`config.mk`:
```
export PLATFORM = sky130hd
export DESIGN_NAME = frog_game_ctrl
export DESIGN_NICKNAME = d
export VERILOG_FILES = /design/src/rtl/frog_game_ctrl.sv
export SDC_FILE = /design/constraint.sdc
export NUM_CORES = 1
export LEC_CHECK = 0
export CAP_MARGIN = 20
export CORE_AREA = 2 2 95 70
export CTS_CLUSTER_SIZE = 20
export DETAILED_ROUTE_END_ITERATION = 16
export DIE_AREA = 0 0 97 72
export HOLD_SLACK_MARGIN = 0.1
export PLACE_DENSITY_LB_ADDON = 0.05
export RECOVER_POWER = 25
export SETUP_SLACK_MARGIN = 0.15
export SKIP_CTS_REPAIR_TIMING = 1
export SYNTH_ARGS = -nofsm -noshare
export SYNTH_HDL_FRONTEND = slang
export SYNTH_SLANG_ARGS = --single-unit
```
`constraint.sdc`:
```
create_clock -name i_clk -period 2.8 [get_ports i_clk]
set_input_delay 0.28 -clock i_clk [delete_from_list [all_inputs] [get_ports i_clk]]
set_output_delay 0.28 -clock i_clk [all_outputs]
set_load 0.05 [all_outputs]
```
`src/rtl/frog_game_ctrl.sv`:
```
// Game-state controller for the lane-crossing VGA game.
// Accumulates per-lane frog/hazard overlap across a frame and sequences
// PLAY / DEAD / WIN / OVER with a lives counter, level progression and a
// timed status-screen hold.
//
//   state | meaning
//   ------+---------------------------------------------------------------
//   PLAY  | frog moving; overlap and win requests accumulated per frame
//   DEAD  | death screen held for HOLD_CYCLES, then respawn or game over
//   WIN   | win screen held for HOLD_CYCLES, then level up and respawn
//   OVER  | out of lives; waits for i_start to begin a fresh game
module frog_game_ctrl #(
  parameter int N_LANES     = 6,
  parameter int N_LIVES     = 3,
  parameter int MAX_LEVEL   = 7,
  parameter int BASE_LANES  = 2,
  parameter int HOLD_CYCLES = 300000000,
  parameter int LVL_W       = (MAX_LEVEL > 0) ? $clog2(MAX_LEVEL + 1) : 1,
  parameter int CNT_W       = (HOLD_CYCLES > 1) ? $clog2(HOLD_CYCLES) : 1
) (
  input  logic               i_clk,
  input  logic               i_rst,
  input  logic               i_animate,
  input  logic               i_frog_px,
  input  logic [N_LANES-1:0] i_hazard_px,
  input  logic               i_win,
  input  logic               i_start,
  output logic [1:0]         o_mode,
  output logic [3:0]         o_lives,
  output logic [LVL_W-1:0]   o_level,
  output logic [N_LANES-1:0] o_lane_mask,
  output logic [N_LANES-1:0] o_hit_lane,
  output logic               o_frog_rst
);

  typedef enum logic [1:0] {
    MODE_PLAY = 2'd0,
    MODE_DEAD = 2'd1,
    MODE_WIN  = 2'd2,
    MODE_OVER = 2'd3
  } mode_t;

  localparam logic [3:0]       LIVES_INIT = 4'(N_LIVES);
  localparam logic [LVL_W-1:0] LEVEL_TOP  = LVL_W'(MAX_LEVEL);
  localparam logic [CNT_W-1:0] HOLD_LAST  = CNT_W'(HOLD_CYCLES - 1);

  mode_t              mode_q,     mode_d;
  logic [3:0]         lives_q,    lives_d;
  logic [LVL_W-1:0]   level_q,    level_d;
  logic [N_LANES-1:0] hit_lane_q, hit_lane_d;
  logic [N_LANES-1:0] hit_acc_q,  hit_acc_d;
  logic               win_pend_q, win_pend_d;
  logic               frog_rst_q, frog_rst_d;
  logic [CNT_W-1:0]   hold_cnt_q, hold_cnt_d;

  logic [N_LANES-1:0] lane_mask;
  logic [N_LANES-1:0] hit_now;
  logic               win_now;
  logic               hold_done;

  // Live lanes grow with level: lanes 0..BASE_LANES+level-1, capped by N_LANES
  // because k never reaches N_LANES.
  always_comb begin
    lane_mask = '0;
    for (int k = 0; k < N_LANES; k++) begin
      if (k < BASE_LANES + int'(level_q)) begin
        lane_mask[k] = 1'b1;
      end
    end
  end

  // This cycle's overlap and win folded into the frame accumulators, so the
  // animate-cycle decision sees the pixel of that same cycle.
  always_comb begin
    hit_now   = hit_acc_q | ({N_LANES{i_frog_px}} & i_hazard_px & lane_mask);
    win_now   = win_pend_q | i_win;
    hold_done = (hold_cnt_q == HOLD_LAST);
  end

  // Next-state and registered-output computation.
  always_comb begin
    mode_d     = mode_q;
    lives_d    = lives_q;
    level_d    = level_q;
    hit_lane_d = hit_lane_q;
    hit_acc_d  = hit_acc_q;
    win_pend_d = win_pend_q;
    frog_rst_d = 1'b0;
    hold_cnt_d = hold_cnt_q;

    unique case (mode_q)
      MODE_PLAY: begin
        hold_cnt_d = '0;
        if (i_animate) begin
          hit_acc_d  = '0;
          win_pend_d = 1'b0;
          if (hit_now != '0) begin
            // death wins over a same-frame goal
            mode_d     = MODE_DEAD;
            lives_d    = lives_q - 4'd1;
            hit_lane_d = hit_now;
          end else if (win_now) begin
            mode_d = MODE_WIN;
          end
        end else begin
          hit_acc_d  = hit_now;
          win_pend_d = win_now;
        end
      end

      MODE_DEAD: begin
        hit_acc_d  = '0;
        win_pend_d = 1'b0;
        if (hold_done) begin
          hold_cnt_d = '0;
          if (lives_q != 4'd0) begin
            mode_d     = MODE_PLAY;
            frog_rst_d = 1'b1;
          end else begin
            mode_d = MODE_OVER;
          end
        end else begin
          hold_cnt_d = hold_cnt_q + CNT_W'(1);
        end
      end

      MODE_WIN: begin
        hit_acc_d  = '0;
        win_pend_d = 1'b0;
        if (hold_done) begin
          hold_cnt_d = '0;
          mode_d     = MODE_PLAY;
          frog_rst_d = 1'b1;
          if (level_q != LEVEL_TOP) begin
            level_d = level_q + LVL_W'(1);
          end
        end else begin
          hold_cnt_d = hold_cnt_q + CNT_W'(1);
        end
      end

      MODE_OVER: begin
        hit_acc_d  = '0;
        win_pend_d = 1'b0;
        hold_cnt_d = '0;
        if (i_start) begin
          mode_d     = MODE_PLAY;
          lives_d    = LIVES_INIT;
          level_d    = '0;
          hit_lane_d = '0;
          frog_rst_d = 1'b1;
        end
      end

      default: begin
        mode_d = MODE_PLAY;
      end
    endcase
  end

  // State register with synchronous reset; reset never pulses frog_rst.
  always_ff @(posedge i_clk) begin
    if (i_rst) begin
      mode_q     <= MODE_PLAY;
      lives_q    <= LIVES_INIT;
      level_q    <= '0;
      hit_lane_q <= '0;
      hit_acc_q  <= '0;
      win_pend_q <= 1'b0;
      frog_rst_q <= 1'b0;
      hold_cnt_q <= '0;
    end else begin
      mode_q     <= mode_d;
      lives_q    <= lives_d;
      level_q    <= level_d;
      hit_lane_q <= hit_lane_d;
      hit_acc_q  <= hit_acc_d;
      win_pend_q <= win_pend_d;
      frog_rst_q <= frog_rst_d;
      hold_cnt_q <= hold_cnt_d;
    end
  end

  assign o_mode      = mode_q;
  assign o_lives     = lives_q;
  assign o_level     = level_q;
  assign o_lane_mask = lane_mask;
  assign o_hit_lane  = hit_lane_q;
  assign o_frog_rst  = frog_rst_q;

endmodule

```
Word level (Yosys, flattened, before mapping)
Index checks and enable logic that the tools add are counted.
{ "totals": {"reg_bits": 52, "latch_bits": 0, "mem_bits_rw": 0, "mem_bits_ro": 0, "inputBits": 12, "out_inout_bits": 22, "word_cells": 82, "memories": 0} }
{ "classes": {"add_sub_neg": 4, "n_mul": 0, "div_mod_pow": 0, "magnitude_cmp": 6, "eq_ne": 12, "n_shift": 0, "n_mux": 37, "bitwise_logic": 4, "n_reduce_logical": 11} }
{ "op_table": {"columns": ["cell", "count"], "rows": [
  ["$lt 3x32->1 const A", 2],
  ["$pmux 29 s2", 1],
  ["$lt 1x32->1 const A", 1],
  ["$lt 2x32->1 const A", 1],
  ["$lt 4x32->1 const A", 1],
  ["$add 29x1->29 const B", 1],
  ["$eq 29x29->1 const B", 1],
  ["$mux 29", 1],
  ["$mux 6", 4],
  ["$pmux 6 s2", 2],
  ["$mux 2", 7],
  ["$and 6x6->6", 2],
  ["$mux 4", 3],
  ["$ne 2x2->1 const B", 6],
  ["$mux 1", 11],
  ["$mux 3", 3],
  ["$pmux 2 s4", 1],
  ["$pmux 4 s2", 1],
  ["$reduce_and 4->1", 2],
  ["$ne 3x3->1 const B", 2],
  ["$or 6x6->6", 1],
  ["$pmux 3 s2", 1],
  ["$reduce_bool 6->1", 1],
  ["$reduce_and 5->1", 1],
  ["14 further kinds", 17]
]} }

Depth between registers and ports, before layout
{ "depth": {"ltp_word": 9, "ltp_mapped": 8, "ltp_nobuf": 7} }

Worst setup path after synthesis
OpenSTA, ideal clock, no wires.
{ "synth_path": {"kind": "register to register", "startpoint": "reg level_q[1] (netlist: o_level[1])", "endpoint": "reg hit_lane_q[0] (netlist: o_hit_lane[0])", "setup_time_ns": 0.121, "arrival_ns": 2.829, "required_ns": 2.679, "slack_ns": -0.150, "stages_incl_launch_ff": 7, "path_buffers": 0, "synth_period_minus_slack_ns": 2.950, "path_cell_list": "dfxtp_1 ha_1 nand2_1 a2111oi_1 nand4_1 nand2_2 mux2_2"} }
{ "synth_between": {"elab_chain_len": 8, "word_cells_on_any_way": 21, "classes_between": "1 x add/sub; 6 x order compare; 1 x eq/ne; 9 x mux; 2 x bitwise; 2 x reduce/logical"} }
{ "synth_lines": {"columns": ["element", "line_no", "source"], "rows": [
  ["start, declared", "49", "logic [LVL_W-1:0] level_q, level_d;"],
  ["start signal, assigned", "175", "level_q <= level_d;"],
  ["$add 2x3->4 *", "66", "if (k < BASE_LANES + int'(level_q)) begin"],
  ["$lt 1x32->1 *", "66", null],
  ["$mux 1 *", "66", null],
  ["via o_lane_mask[0]", "31", "output logic [N_LANES-1:0] o_lane_mask,"],
  ["$and 6x6->6 *", "75", "hit_now = hit_acc_q | ({N_LANES{i_frog_px}} & i_hazard_px & lane_mask);"],
  ["$or 6x6->6 *", "75", null],
  ["$reduce_bool 6->1 or $mux 6 (tied branches)", "97", "if (hit_now != '0) begin"],
  ["$ne 2x2->1 (no line) or $mux 6 (tied branches)", null, null],
  ["$reduce_and 4->1 (no line) or $pmux 6 s2 (tied branches)", null, null],
  ["end signal, assigned", "176", "hit_lane_q <= hit_lane_d;"],
  ["end, declared", "50", "logic [N_LANES-1:0] hit_lane_q, hit_lane_d;"]
]} }
Mark *: on every way through the listed nets, which the timed path passes. The rest lies on a longest branch. The select of a mux whose other input is x is not followed.
A chain may end at the register's enable or synchronous reset.

Final worst setup path
{ "layout_path": {"startpoint": "reg level_q[1] (netlist: o_level[1])", "endpoint": "reg hit_lane_q[1] (netlist: o_hit_lane[1])"} }
{ "layout_between": {"elab_chain_len": 8, "word_cells_on_any_way": 21, "classes_between": "1 x add/sub; 6 x order compare; 1 x eq/ne; 9 x mux; 2 x bitwise; 2 x reduce/logical"} }
{ "layout_lines": {"columns": ["element", "line_no"], "rows": [
  ["$add 2x3->4 *", "66"],
  ["$lt 1x32->1 (tied with other cells)", "66"],
  ["$mux 1", "66"],
  ["$and 6x6->6 *", "75"],
  ["$or 6x6->6 *", "75"],
  ["$reduce_bool 6->1 or $mux 6 (tied branches)", "97"],
  ["$ne 2x2->1 (no line) or $mux 6 (tied branches)", null],
  ["$reduce_and 4->1 (no line) or $pmux 6 s2 (tied branches)", null]
]} }
Mark *: on every way between the ends. The rest lies on a longest branch, timed or not. The select of a mux whose other input is x is not followed.

==> flow_metrics.py <==
metrics = {
    "run_status": {
        "status": "completed",
    },
    "power": {
        "p_seq_share_pct": 39.6,
        "switching_share_pct": 34.3,
        "p_comb_share_pct": 31.2,
        "p_int_w": 0.00136,
        "p_total_w": 0.00207,
        "p_leak_nw": 1.17,
        "p_per_area_mw_per_mm2": 646,
        "p_sw_w": 0.000711,
        "irDropWorstVdd_mv": 0.271,
        "clkPwrFrac_pct": 29.2,
    },
    "grt": {
        "grtUsageTotal_pct": 18.3,
        "grt_pass1_vias": 2072,
        "grt_pass1_wl_um": 10300,
        "grt_overflow": 0,
        "grt_antenna_before_repair": 0,
        "grt_max_degree": 30,
    },
    "drt": {
        "drc": 0,
        "avgRoutedWirePerCell_um": 14.2,
        "viasPerCell": 5.25,
        "drtIter0Drc": 112,
        "dr.pass1.iters": 4,
        "vias": 2228,
        "routed_wl_um": 6010,
        "ant_nets": 0,
    },
    "yosys": {
        "seq_area_frac_synth_pct": 39.3,
        "synth_edf_count": 0,
        "ys.flop_type": "dfxtp_1",
        "syn_inst": 312,
        "synth_area_mm2": 0.00265,
        "synth_seq_cells": 52,
        "yosysWarnings": 0,
        "ys_async_sr_fraction_pct": 0,
        "synthesis.nets": 337,
        "yosys.cell_types.count": 51,
        "syn_avg_cell_area_um2": 8.48,
    },
    "clock_tree": {
        "cts.path.max_buffers": 2,
        "cts-buffers-inserted": 5,
        "clock_latency_ps": 300,
        "cts_root_buffer": "clkbuf_8",
        "cts_tree": "yes",
        "clk_pin_slew_ps": 90,
        "cts.sinks": 52,
        "cts_max_level": 2,
    },
    "place": {
        "gp_congestion": 0.853,
        "io_buffers": 33,
        "pre_cts_ws_ps": 276,
        "dp_cells": 417,
        "hpwl_um": 4420,
    },
    "sta": {
        "slew_viol_final": 0,
        "grt_setup_unrepaired": "no",
        "fin_crit_sh_pct": 85.8,
        "max_freq_mhz": 416,
        "hold_viol_final": 0,
        "fin_crit_ps": 2400,
        "finalSetupTns_ps": 0,
        "fin_worst_skew_ps": 8.58,
        "worst_slack_ps": 398,
        "report.final.setup_viol": 0,
        "worstMarginPinSlew_ps": 547,
        "maxSlewHeadroom_pct": 63.4,
    },
    "layout": {
        "fin_cells": 424,
        "layout-drive-gt1-share_pct": 7.80,
        "num_antenna_cells": 0,
        "fin_nets": 371,
        "synthToLayoutAreaGrowth_pct": 21.4,
    },
    "floorplan": {
        "rows": 24,
        "ios": 34,
        "die_w_um": 97,
        "die_area_mm2": 0.00698,
        "core_area_mm2": 0.00604,
        "fp.dieH_um": 72,
        "initial_utilization_pct": 43.8,
    },
    "critical_path": {
        "critical_path_required_ps": 3000,
        "path_class": "flip-flop to flip-flop",
        "worstSetupEndpointType": "flip-flop",
        "start_kind": "flip-flop",
        "crit_path_max_fanout": 8,
        "worstPathArrival_ps": 2600,
    },
    "flow_run": {
        "max_cap_viol_count": 0,
    },
    "hold_path": {
        "hold_class": "flip-flop to flip-flop",
    },
}
path summary, 6_finish.rpt:
| kind | depth (start not counted) | slack [ps] | to | startpoint |
|---|---|---|---|---|
| min reg2reg | 1 | 460 | hold_cnt_q[0] | hold_cnt_q[0] |
| min | 1 | 460 | hold_cnt_q[0] | hold_cnt_q[0] |
| max reg2reg | 7 | 400 | o_hit_lane[1] | o_level[1] |
| max | 7 | 400 | o_hit_lane[1] | o_level[1] |
final cells by class:
class,instances,area [µm²]
fill,610,2820
clock buffer,5,68.8
sequential,52,1040
tap,78,97.6
multi-input combinational,230,1510
inverter,19,71.3
timing repair buffer,38,368
clock inverter,2,60.1
sequential cells by signal, indices dropped and copies added (netlist names):
name,cells
o_frog_rst,1
hit_acc_q,6
o_level,3
win_pend_q,1
hold_cnt_q,29
o_hit_lane,6
o_lives,4
o_mode,2
placed cells by master (no fill, tap or decap), drive strengths merged, types with 12 or more instances in the layout:
master / netlist / final
clkdlybuf4s50: 0 / 17
dfxtp: 52 / 52
dlygate4sd3: 0 / 16
ha: 13 / 13
inv: 19 / 19
nand2: 15 / 15
nand4: 12 / 12
nor2: 55 / 55
xnor2: 21 / 21
cell usage after synthesis (2+ instances only):
cell type / count / area [µm²]
a22o_1: 2 / 17.5
dfxtp_1: 52 / 1040
nor3_1: 7 / 35.0
nand2b_1: 5 / 31.3
xor2_1: 6 / 52.6
nand3b_1: 2 / 15.0
xnor2_1: 21 / 184
o21ai_0: 3 / 15.0
clkbuf_1: 9 / 33.8
ha_1: 13 / 163
a31oi_1: 3 / 18.8
a311oi_1: 2 / 17.5
inv_1: 19 / 71.3
o21a_1: 2 / 15.0
and2_1: 3 / 18.8
o31ai_1: 2 / 15.0
nand4_1: 12 / 75.1
or4_1: 2 / 15.0
mux2i_1: 2 / 20.0
and3_1: 3 / 18.8
and4_1: 4 / 35.0
nor2_1: 55 / 206
a2111oi_1: 2 / 20.0
nand2_1: 14 / 52.6
buf_2: 2 / 10.0
nor2b_1: 8 / 50.1
or3_1: 2 / 12.5
nor4b_1: 3 / 26.3
o22ai_1: 2 / 12.5
mux2_2: 4 / 45.0
a21oi_1: 10 / 50.1
nand3_1: 10 / 50.1
nor4_1: 8 / 50.1
routing by layer:
layer	track usage (%)	part of all wire [%]	vias up
met1	29.2	57	1030
met5	0	0	-
met2	24.9	38	45
met4	3.29	0.75	0
met3	4.24	4.0	4
li1	-	-	1149
logic make-up after synthesis:
group | Yosys count | synth area share (%)
fa+ha+maj | 13 | 6.15
compound gates | 35 | 9.03
simple gates | 149 | 29.7
mux | 6 | 2.46
buf+inv | 30 | 4.35
xor+xnor | 27 | 8.94
flops | 52 | 39.3
per-stage QoR:
step	util [%]	area, µm²	hold slack (ps)
floorplan	-	2660	401
global route	53.2	3210	491
detailed placement	51.1	3080	446
global placement	51.1	3080	442
CTS	53.2	3210	470
finish	53.2	3210	461
power by group through the flow:
stage	Clock [W]	Sequential, W	Combinational (W)
2_1_floorplan	0	0.000934	0.000369
5_1_grt	0.000655	0.000832	0.000710
3_5_place_dp	0	0.000841	0.000655
3_3_place_gp	0	0.000841	0.000654
6_report	0.000606	0.000822	0.000646
4_1_cts	0.000620	0.000824	0.000657
critical path, cell delays in order, from the launching register on:
cell,delay [ps]
dfxtp_2,370
inv_1,80
ha_1,310
and3b_1,250
a2111oi_2,490
nand4_1,200
nand2_2,240
mux2_2,360
Note: power is estimated with default switching activity, not from simulation.
